File: config.mk
export PLATFORM = sky130hd
export DESIGN_NAME = mac_dot_sequencer
export DESIGN_NICKNAME = d
export VERILOG_FILES = /design/src/rtl/mac_seq_pkg.sv /design/src/rtl/mac_seq_addr_gen.sv /design/src/rtl/mac_dot_sequencer.sv
export SDC_FILE = /design/constraint.sdc
export NUM_CORES = 1
export LEC_CHECK = 0
export BUFFER_PORTS_ARGS = -buffer_cell sky130_fd_sc_hd__buf_4
export CORE_ASPECT_RATIO = 0.7
export CORE_MARGIN = 4
export CORE_UTILIZATION = 50
export DETAILED_ROUTE_END_ITERATION = 8
export GPL_TIMING_DRIVEN = 0
export PLACE_DENSITY = 0.95
export RECOVER_POWER = 25
export SETUP_SLACK_MARGIN = 0.3
export SLEW_MARGIN = 20
export SYNTH_ARGS = -nofsm -noshare
export SYNTH_HDL_FRONTEND = slang
export SYNTH_SLANG_ARGS = --single-unit
File: constraint.sdc
create_clock -name clock_i -period 5.04 [get_ports clock_i]
set_input_delay 0 -clock clock_i [delete_from_list [all_inputs] [get_ports clock_i]]
set_output_delay 0 -clock clock_i [all_outputs]
set_load 0.005 [all_outputs]
File: src/rtl/mac_seq_pkg.sv
// Shared types and default widths for the MAC dot-product sequencer.
package mac_seq_pkg;

    localparam int MAC_SEQ_ADDR_W = 10;
    localparam int MAC_SEQ_LEN_W  = 9;
    localparam int MAC_SEQ_DATA_W = 8;
    localparam int MAC_SEQ_ACC_W  = 32;

    typedef enum logic [2:0] {
        ST_IDLE,
        ST_CLEAR,
        ST_STREAM,
        ST_DRAIN,
        ST_RESULT
    } seq_state_t;

endpackage

File: src/rtl/mac_seq_addr_gen.sv
// Element counter and wrapping activation/weight read-address registers for one job.
module mac_seq_addr_gen #(
    parameter int ADDR_W = 10,
    parameter int LEN_W  = 9
) (
    input  logic              clock_i,
    input  logic              reset_i,
    input  logic              load_i,
    input  logic              rd_adv_i,
    input  logic              elem_adv_i,
    input  logic [LEN_W-1:0]  len_i,
    input  logic [ADDR_W-1:0] act_base_i,
    input  logic [ADDR_W-1:0] wgt_base_i,
    output logic [ADDR_W-1:0] act_addr_o,
    output logic [ADDR_W-1:0] wgt_addr_o,
    output logic              empty_o,
    output logic              last_o
);

    logic [LEN_W-1:0]  len_q, len_d;
    logic [LEN_W-1:0]  cnt_q, cnt_d;
    logic [ADDR_W-1:0] act_addr_q, act_addr_d;
    logic [ADDR_W-1:0] wgt_addr_q, wgt_addr_d;

    always_ff @(posedge clock_i) begin
        if (reset_i) begin
            len_q      <= '0;
            cnt_q      <= '0;
            act_addr_q <= '0;
            wgt_addr_q <= '0;
        end else begin
            len_q      <= len_d;
            cnt_q      <= cnt_d;
            act_addr_q <= act_addr_d;
            wgt_addr_q <= wgt_addr_d;
        end
    end

    // Addresses step once per issued read; the counter steps once per streamed element.
    always_comb begin
        len_d      = len_q;
        cnt_d      = cnt_q;
        act_addr_d = act_addr_q;
        wgt_addr_d = wgt_addr_q;
        if (load_i) begin
            len_d      = len_i;
            cnt_d      = '0;
            act_addr_d = act_base_i;
            wgt_addr_d = wgt_base_i;
        end else begin
            if (rd_adv_i) begin
                act_addr_d = act_addr_q + ADDR_W'(1);
                wgt_addr_d = wgt_addr_q + ADDR_W'(1);
            end
            if (elem_adv_i) begin
                cnt_d = cnt_q + LEN_W'(1);
            end
        end
    end

    assign act_addr_o = act_addr_q;
    assign wgt_addr_o = wgt_addr_q;
    assign empty_o    = (len_q == '0);
    assign last_o     = (cnt_q == len_q - LEN_W'(1));

endmodule

File: src/rtl/mac_dot_sequencer.sv
// Job-level sequencer feeding a uint8 MAC from two synchronous-read buffers.
// Optional MAC_SEQ_BIAS_EN adds a signed bias to the result at capture.
//   state  | meaning
//   IDLE   | waiting for start, start_ready high
//   CLEAR  | clear MAC accumulator, issue element-0 reads
//   STREAM | one MAC enable per element, prefetch next element
//   DRAIN  | wait out MAC latency, capture result
//   RESULT | res_valid high until res_ready
module mac_dot_sequencer
    import mac_seq_pkg::*;
#(
    parameter int ADDR_W = MAC_SEQ_ADDR_W,
    parameter int LEN_W  = MAC_SEQ_LEN_W,
    parameter int DATA_W = MAC_SEQ_DATA_W,
    parameter int ACC_W  = MAC_SEQ_ACC_W
) (
    input  logic              clock_i,
    input  logic              reset_i,
    input  logic              start_i,
    output logic              start_ready_o,
    input  logic [LEN_W-1:0]  len_i,
    input  logic [ADDR_W-1:0] act_base_i,
    input  logic [ADDR_W-1:0] wgt_base_i,
    input  logic [ACC_W-1:0]  bias_i,
    output logic              act_rd_en_o,
    output logic [ADDR_W-1:0] act_addr_o,
    input  logic [DATA_W-1:0] act_rdata_i,
    output logic              wgt_rd_en_o,
    output logic [ADDR_W-1:0] wgt_addr_o,
    input  logic [DATA_W-1:0] wgt_rdata_i,
    output logic              mac_clear_o,
    output logic              mac_enable_o,
    output logic [DATA_W-1:0] mac_data_o,
    output logic [DATA_W-1:0] mac_weight_o,
    input  logic [ACC_W-1:0]  mac_acc_i,
    output logic [ACC_W-1:0]  res_data_o,
    output logic              res_valid_o,
    input  logic              res_ready_i,
    output logic              busy_o
);

    seq_state_t        state_q, state_d;
    logic [ACC_W-1:0]  res_q, res_d;
    logic              load, rd_en, elem_adv, capture, mac_clear, mac_en;
    logic              empty, last;
    logic [ADDR_W-1:0] act_addr, wgt_addr;
    logic [ACC_W-1:0]  capture_val;

    mac_seq_addr_gen #(
        .ADDR_W (ADDR_W),
        .LEN_W  (LEN_W)
    ) u_addr_gen (
        .clock_i    (clock_i),
        .reset_i    (reset_i),
        .load_i     (load),
        .rd_adv_i   (rd_en),
        .elem_adv_i (elem_adv),
        .len_i      (len_i),
        .act_base_i (act_base_i),
        .wgt_base_i (wgt_base_i),
        .act_addr_o (act_addr),
        .wgt_addr_o (wgt_addr),
        .empty_o    (empty),
        .last_o     (last)
    );

`ifdef MAC_SEQ_BIAS_EN
    logic [ACC_W-1:0] bias_q;

    always_ff @(posedge clock_i) begin
        if (reset_i) begin
            bias_q <= '0;
        end else if (load) begin
            bias_q <= bias_i;
        end
    end

    assign capture_val = mac_acc_i + bias_q;
`else
    logic unused_bias;
    assign unused_bias = ^bias_i;
    assign capture_val = mac_acc_i;
`endif

    always_ff @(posedge clock_i) begin
        if (reset_i) begin
            state_q <= ST_IDLE;
            res_q   <= '0;
        end else begin
            state_q <= state_d;
            res_q   <= res_d;
        end
    end

    always_comb begin
        state_d   = state_q;
        load      = 1'b0;
        rd_en     = 1'b0;
        elem_adv  = 1'b0;
        capture   = 1'b0;
        mac_clear = 1'b0;
        mac_en    = 1'b0;
        unique case (state_q)
            ST_IDLE: begin
                if (start_i) begin
                    load    = 1'b1;
                    state_d = ST_CLEAR;
                end
            end
            ST_CLEAR: begin
                mac_clear = 1'b1;
                if (empty) begin
                    state_d = ST_DRAIN;
                end else begin
                    rd_en   = 1'b1;
                    state_d = ST_STREAM;
                end
            end
            ST_STREAM: begin
                mac_en   = 1'b1;
                elem_adv = 1'b1;
                if (last) begin
                    state_d = ST_DRAIN;
                end else begin
                    rd_en = 1'b1;
                end
            end
            ST_DRAIN: begin
                capture = 1'b1;
                state_d = ST_RESULT;
            end
            ST_RESULT: begin
                if (res_ready_i) begin
                    state_d = ST_IDLE;
                end
            end
            default: state_d = ST_IDLE;
        endcase
    end

    assign res_d = capture ? capture_val : res_q;

    // Addresses are gated so the bus reads zero whenever no read is issued.
    assign act_rd_en_o   = rd_en;
    assign wgt_rd_en_o   = rd_en;
    assign act_addr_o    = rd_en ? act_addr : '0;
    assign wgt_addr_o    = rd_en ? wgt_addr : '0;
    assign mac_clear_o   = mac_clear;
    assign mac_enable_o  = mac_en;
    assign mac_data_o    = mac_en ? act_rdata_i : '0;
    assign mac_weight_o  = mac_en ? wgt_rdata_i : '0;
    assign res_data_o    = res_q;
    assign res_valid_o   = (state_q == ST_RESULT);
    assign start_ready_o = (state_q == ST_IDLE);
    assign busy_o        = (state_q != ST_IDLE);

endmodule

==> results of run 1 <==
==> critical path, cell delays in order, from the launching register on <==
cell,delay (ns)
dfxtp_1,0.37
or4_4,0.61
nor4_2,0.41
nor2_1,0.12
nor3_2,0.54
a21o_4,0.27
inv_2,0.11
clkbuf_1,0.26
and2_1,0.24
buf_4,0.14
==> flip-flops by register name, summed over array words and instances, names as in the netlist <==
name,flops
u_addr_gen.cnt_q,9
res_data_o,32
u_addr_gen.len_q,9
u_addr_gen.act_addr_o,10
u_addr_gen.wgt_addr_o,10
state_q,3
==> metrics by stage <==
step | std cells | util | hold slack [ns] | total power [mW] | cell area [µm²]
final | 812 | 0.791 | 0.0138 | 2.04 | 5760
after global routing | 812 | 0.791 | 0.0205 | 2.14 | 5760
after CTS | 811 | 0.800 | 0.000370 | 2.02 | 5830
after detailed placement | 736 | 0.687 | 0.253 | 1.45 | 5000
after global placement | 736 | 0.687 | 0.247 | 1.41 | 5000
after floorplan | 484 | - | 0.110 | 1.14 | 3730
==> how the worst max path moves through the flow <==
stage | endpoint | cells past startpoint | start | slack, ns
6_report | wgt_addr_o[1] | 9 | u_addr_gen.len_q[3]$_SDFFE_PP0P_ | 1.61
5_1_grt | wgt_addr_o[1] | 9 | u_addr_gen.len_q[3]$_SDFFE_PP0P_ | 1.43
4_1_cts | wgt_addr_o[3] | 12 | u_addr_gen.len_q[0]$_SDFFE_PP0P_ | 1.68
3_5_place_dp | u_addr_gen.wgt_addr_o[8]$_SDFFE_PP0P_ | 8 | u_addr_gen.len_q[3]$_SDFFE_PP0P_ | 2.05
3_3_place_gp | u_addr_gen.wgt_addr_o[8]$_SDFFE_PP0P_ | 8 | u_addr_gen.len_q[3]$_SDFFE_PP0P_ | 2.17
2_1_floorplan | u_addr_gen.act_addr_o[9]$_SDFFE_PP0P_ | 8 | u_addr_gen.len_q[3]$_SDFFE_PP0P_ | 2.45
==> cell type report <==
class | count | area, µm² | share of cell area
Multi-Input combinational cell | 367 | 2080 | 0.362
Timing Repair Buffer | 214 | 1680 | 0.291
Sequential cell | 73 | 1460 | 0.254
Buffer | 33 | 139 | 0.0241
Clock buffer | 10 | 138 | 0.0239
Tap cell | 98 | 123 | 0.0213
Clock inverter | 6 | 97.6 | 0.0169
Inverter | 11 | 41.3 | 0.00717
==> power by group <==
| group | leakage [nW] | switching (mW) | internal (mW) | total (mW) |
|---|---|---|---|---|
| sequential | 0.595 | 0.0853 | 0.651 | 0.737 |
| clock | 0.119 | 0.246 | 0.300 | 0.546 |
| combinational | 1.61 | 0.418 | 0.340 | 0.758 |
==> cell usage in the layout (no fill, tap or decap), types with 4 or more instances in the layout <==
master         netlist  final
nand3_1              8      8
mux2i_1              6      6
nor3_1               6      6
clkbuf_1            26     47
ha_1                 4      4
or3_1                6      6
or4_1                6      6
nand4_1              7      7
a211oi_1             8      8
o21ai_0              4      4
buf_4                1    120
nor2_1              37     37
clkbuf_4             0     14
xor2_1               6      6
and3_1               5      5
a311oi_1             6      6
a21oi_1             54     54
nand2_1            104    104
nand3b_1             4      4
inv_1               10     10
dfxtp_1             73     73
clkbuf_8             0     10
xnor2_1             17     17
dlygate4sd3_1        0     60
and2_1              32     32
o22ai_1              5      5
==> per-layer routing <==
metal  vias to the layer above  global-route usage  wire length (µm)
met3                        44              0.0971              1490
li1                       2112                   -                 -
met2                       285               0.558              6910
met1                      2123               0.370              5550
met4                         0              0.0948               327
met5                         -                   0                 0
==> cells by family (layout without fill, tap and decap cells) <==
logic type,count (synthesis),in the layout,share of synthesized area
flops,73,73,0.392
xor+xnor,23,23,0.0541
buf+inv,44,274,0.0484
simple gates,234,234,0.307
mux,6,6,0.0161
fa+ha+maj,4,4,0.0134
compound gates,100,100,0.169
==> results.md, run 1 <==
* HP Class: in2reg
* Dominant synthesized flop cell: dfxtp_1
* Post-synth EDFFs at 0
* Post-Route WL at 14300 µm
* Via total after detailed routing at 4564
* Post-Synthesis Net Count at 601
* Global-route wire length before repair at 22800 µm
* Resize count post-CTS at 0
* I/O pin total at 188
* Reg-to-reg critical path endpoint: u_addr_gen.wgt_addr_o[8]$_SDFFE_PP0P_
* Relative area change from synthesis to final layout at 54.6%
* # rows at 26
* Die X at 111 µm
* Power density over cell area at 354 nW/µm²
* Reg2Reg Depth at 8
* Final net count at 826
* Area share of the leading cell type in the synthesized netlist at 0.392
* Post-Synthesis Cell Area at 3730 µm²
* Ratio of cells with drive above 1 in the final layout at 0.227
* Vias per std cell at 5.62
* CP endpoint kind: primary output
* Number of antenna violations at the first check in global routing at 0
* Top-count cell post-synth: nand2_1
* Clock buffer count from CTS at 9
* Clock tree from TritonCTS: done
* Count of antenna-violating nets left after detailed routing at 0
* Max-slew violation count at 0
* Synthesized area per cell at 7.70 µm²
* Max H-tree Level at 3
* Cell types with the highest counts after synthesis: 104 x nand2_1, 73 x dfxtp_1, 54 x a21oi_1
* Synth Warn # at 0
* Post-placement setup slack at 2.05 ns
* Final worst path period need at 3.43 ns
* Die area at 8920 µm²
* Antenna Cells at 0
* Routability Congestion at 0.946
* Clock root buffer master: clkbuf_8
* Endpoints failing hold at 0
* Run status: complete, no violations
* Initial cell density of the core at 0.511
* Sequential fraction of the synthesis area at 0.392
* Worst-path clk slew at 0.08 ns
* Worst supply voltage drop on vdd at 0.225 mV
* Max Fanout on Critical Path at 11
* Grt ovf at 0
* Number of buffer cells added on primary ports at 154
* Post-synthesis register bit count at 73
* Post-cts hold buffer count at 59
* Static Leakage at 2.32 nW
* TritonCTS Sinks at 73
* Arrival time reported for the critical path endpoint at 3.43 ns
* WS Path Type: reg2out
* Gate count after technology mapping at 484
* Clock latency on the worst-skew pair at 0.36 ns
* Setup slack of the worst register-to-register path at 1.97 ns
* Highest clock frequency the design can meet at 291 MHz
* Source of the worst hold timing path: wgt_base_i[6]
* Share of the cycle needed by the critical path after routing at 0.681
* Sum of net half-perimeters after detailed placement at 9190 µm
* Die height at 80.2 µm
* Count of unresolved DRC violations after routing at 0
* Hold EP: u_addr_gen.wgt_addr_o[6]$_SDFFE_PP0P_
* Maximum number of pins on one net before global-route repair at 15
* Average wire length per cell after detail routing at 17.6 µm
* Smallest setup slack after layout at 1.61 ns
* Critical path startpoint category: register
* Number of global-route vias before repair at 4608
* Setup TNS at 0 ns
* # Max-Cap Violations at 0
* Global Route Usage Sum at 0.315
* Number of different library cells in the post-synthesis netlist at 53
* Detailed router's first-iteration violation count at 315
* Fillcell total at 472
* Longest Clk Path Bufs at 2
* Synth area leaders: dfxtp_1 39%, nand2_1 10%, a21oi_1 7.3%
* # setup viols final at 0
* Start of the worst register-to-register path: u_addr_gen.len_q[3]$_SDFFE_PP0P_
* Buffer count from post-CTS setup fixing at 0
* Number of iterations in the first detailed-routing pass at 5
* Layout Skew at 0.0132 ns
* Core area at 7290 µm²
* CP Data Required Time at 5.04 ns
* Relative slew margins at 0.469
* RSZ-0062 raised after global routing: false
* Worst Hold Depth at 3
* Biggest area consumer among synthesized cells: dfxtp_1
* Transition time of the tightest slew-check pin at 0.791 ns
* Async set-reset flop share out of synthesis at 0
(Power assumes the default switching activity.)
==> run 2, diff against run 1 <==
--- a/config.mk
+++ b/config.mk
@@ -8,10 +8,10 @@
 export BUFFER_PORTS_ARGS = -buffer_cell sky130_fd_sc_hd__buf_4
 export CORE_ASPECT_RATIO = 0.7
 export CORE_MARGIN = 4
-export CORE_UTILIZATION = 50
+export CORE_UTILIZATION = 42
 export DETAILED_ROUTE_END_ITERATION = 8
 export GPL_TIMING_DRIVEN = 0
-export PLACE_DENSITY = 0.95
+export PLACE_DENSITY = 0.86
 export RECOVER_POWER = 25
 export SETUP_SLACK_MARGIN = 0.3
 export SLEW_MARGIN = 20
==> constraint.sdc (replaced) <==
create_clock -name clock_i -period 2.8 [get_ports clock_i]
set_input_delay 0 -clock clock_i [delete_from_list [all_inputs] [get_ports clock_i]]
set_output_delay 0 -clock clock_i [all_outputs]
set_load 0.005 [all_outputs]
==> run 2 against run 1 <==
  * The flow now finishes with violations (negative setup slack)
  * Combinational power increased to 2.8 times the previous value
  * Design area increased by 15%
  * Sequential power increased by 83%
  * Register-to-register slack got worse by 2.2 ns
  * Count of clock-buffer cells in the layout decreased by 1
  * Total power increased by 130%
  * Core utilization decreased by 1.5 points
  * Wire length increased by 17%
  * Cell count increased by 5.7%
  * Critical path type is now reg2reg
  * Critical endpoint is now u_addr_gen.act_addr_o[8]$_SDFFE_PP0P_
  * Largest cell class unchanged
==> results.md, run 2 (same netlist as run 1, synthesis figures left out) <==
* Run status: finished with violations (was complete, no violations)
* Violations in the final reports: negative setup slack
* Critical path startpoint category: register (unchanged)
* Vias per std cell at 5.69 (was 5.62)
* TritonCTS Sinks at 73 (unchanged)
* Hold Slack at 0.0227 ns (was 0.0138 ns)
* Transition time of the tightest slew-check pin at 0.776 ns (was 0.791 ns)
* Count of antenna-violating nets left after detailed routing at 0 (unchanged)
* Worst supply voltage drop on vdd at 0.453 mV (was 0.225 mV)
* I/O pin total at 188 (unchanged)
* Sum of net half-perimeters after detailed placement at 9280 µm (was 9190 µm)
* Max H-tree Level at 3 (unchanged)
* Global-route wire length before repair at 25100 µm (was 22800 µm)
* Relative slew margins at 0.479 (was 0.469)
* Clock root buffer master: clkbuf_16 (was clkbuf_8)
* # Max-Cap Violations at 0 (unchanged)
* Post-placement setup slack at -0.138 ns (was 2.05 ns)
* Clock tree from TritonCTS: done (unchanged)
* RSZ-0062 raised after global routing: true (was false)
* Max Fanout on Critical Path at 8 (was 11)
* Slowest stage cell on the critical path: nor4b_2 (was or4_4)
* WS Path Type: reg2reg (was reg2out)
* Commonest cells after routing, fill and taps aside: 113 x buf_4, 104 x nand2_1, 69 x dfxtp_1 (was 120 x buf_4, 104 x nand2_1, 73 x dfxtp_1)
* CP Data Required Time at 3.05 ns (was 5.04 ns)
* Share of the cycle needed by the critical path after routing at 1.09
* Arrival time reported for the critical path endpoint at 3.29 ns (was 3.43 ns)
* Smallest setup slack after layout at -0.240 ns (was 1.61 ns)
* Maximum number of pins on one net before global-route repair at 14 (was 15)
* Die area at 10500 µm² (was 8920 µm²)
* Die height at 86.8 µm (was 80.2 µm)
* Number of buffer cells added on primary ports at 154 (unchanged)
* Die X at 121 µm (was 111 µm)
* Sequential fraction of design power at 0.293 (was 0.361)
* Routability Congestion at 0.895 (was 0.946)
* Switch Pwr at 1.70 mW (was 0.749 mW)
* Logic pwr share at 0.454 (was 0.371)
* Average wire length per cell after detail routing at 19.5 µm (was 17.6 µm)
* Final net count at 851 (was 826)
* Crit-path cells: buf_6 > inv_1 > ha_2 > o21bai_1 > a21oi_1 > nor4b_2 > nor3_4 > buf_6 > a2111oi_4 > or3b_1 > a311oi_1 (was or4_4 > nor4_2 > nor2_1 > nor3_2 > a21o_4 > inv_2 > clkbuf_1 > and2_1 > buf_4)
* Number of global-route vias before repair at 5009 (was 4608)
* Area post-placement at 5060 µm² (was 5000 µm²)
* Count of unresolved DRC violations after routing at 0 (unchanged)
* Flip-flop count of the largest register after layout at 32 (unchanged)
* Number of antenna violations at the first check in global routing at 0 (unchanged)
* Global Route Usage Sum at 0.302 (was 0.315)
* Cell mode on critical path: buf_6
* Ratio of cells with drive above 1 in the final layout at 0.340 (was 0.227)
* Most common cell after layout, fill and taps aside: buf_4 (unchanged)
* Endpoints failing hold at 0 (unchanged)
* Clock power frac at 0.253 (was 0.268)
* Detailed router's first-iteration violation count at 506 (was 315)
* Clock buffer count from CTS at 9 (unchanged)
* Grt ovf at 0 (unchanged)
* Net switching fraction of the power at 0.369 (was 0.367)
* Setup TNS at -4.78 ns (was 0 ns)
* Worst-path clk slew at 0.06 ns (was 0.08 ns)
* Longest Clk Path Bufs at 2 (unchanged)
* Max-slew violation count at 0 (unchanged)
* Static Leakage at 2.67 nW (was 2.32 nW)
* Largest stage delay on the critical path at 0.44 ns (was 0.61 ns)
* Antenna Cells at 0 (unchanged)
* # rows at 28 (was 26)
* Non-Filler Cell Area, Final at 6630 µm² (was 5760 µm²)
* HP Class: in2reg (unchanged)
* Via total after detailed routing at 4886 (was 4564)
* Highest clock frequency the design can meet at 329 MHz
* CP endpoint kind: register (was primary output)
* Post-Route WL at 16800 µm (was 14300 µm)
* Power density over cell area at 695 nW/µm² (was 354 nW/µm²)
* Clock latency on the worst-skew pair at 0.34 ns (was 0.36 ns)
* Layout Skew at 0.00954 ns (was 0.0132 ns)
* # setup viols final at 31 (was 0)
* Number of iterations in the first detailed-routing pass at 5 (unchanged)
* Core area at 8550 µm² (was 7290 µm²)
* Internal power at 2.91 mW (was 1.29 mW)
* Final worst path period need at 3.04 ns
* Initial cell density of the core at 0.436 (was 0.511)
* Relative area change from synthesis to final layout at 77.9% (was 54.6%)
==> run 2: what timing repair did <==
item | CTS | global route
hold buffers | 60 | 0
resized for setup | 88 | 31
endpoints found under the setup margin | 43 | 69
cloned | 1 | 0
buffers inserted | 21 | 3
pin swaps | 25 | 9
endpoints found under the hold margin | 60 | 0
==> run 2: worst max-delay path, delay by kind of cell, from the launching register on <==
family          cells  cell delay [ns]
buf+inv             3             0.36
fa+ha+maj           1             0.28
flops               1             0.31
simple gates        3             0.95
compound gates      4             1.05
==> run 2: power groups by stage <==
| stage | clock network (mW) | logic, mW | registers (mW) |
|---|---|---|---|
| floorplan | 0 | 0.773 | 1.30 |
| global placement | 0 | 1.23 | 1.32 |
| detailed placement | 0 | 1.27 | 1.34 |
| CTS | 1.16 | 1.83 | 1.32 |
| global route | 1.21 | 2.21 | 1.36 |
| finish | 1.17 | 2.09 | 1.35 |
==> run 2: stage by stage <==
stage                     power, mW  instances  utilization
after floorplan                2.07        484            -
final                          4.60        858        0.775
after detailed placement       2.61        758        0.592
after global placement         2.56        758        0.592
after global routing           4.78        858        0.775
after CTS                      4.32        855        0.761
==> run 2: metal layers <==
metal	share of wire	up-vias	global-route usage
met5	0	-	0
met4	0.046	0	0.144
met3	0.11	93	0.0933
met2	0.48	362	0.505
met1	0.37	2266	0.358
li1	-	2165	-
==> run 2: final timing paths <==
check,slack [ns],start,cells after the start,endpoint
min,0.02,act_base_i[5],3,u_addr_gen.act_addr_o[5]$_SDFFE_PP0P_
min reg2reg,0.46,res_data_o[3]$_SDFFE_PP0P_,2,res_data_o[3]$_SDFFE_PP0P_
max reg2reg,-0.24,u_addr_gen.len_q[0]$_SDFFE_PP0P_,11,u_addr_gen.act_addr_o[8]$_SDFFE_PP0P_
max,-0.24,u_addr_gen.len_q[0]$_SDFFE_PP0P_,11,u_addr_gen.act_addr_o[8]$_SDFFE_PP0P_
==> run 2: final cells by class <==
cell class                      instances  area (µm²)
Buffer                                 33         185
Clock buffer                            9         225
Clock inverter                          6        67.6
Fill cell                             524        1920
Inverter                               11        48.8
Multi-Input combinational cell        367        2400
Sequential cell                        73        1470
Tap cell                              120         150
Timing Repair Buffer                  239        2080
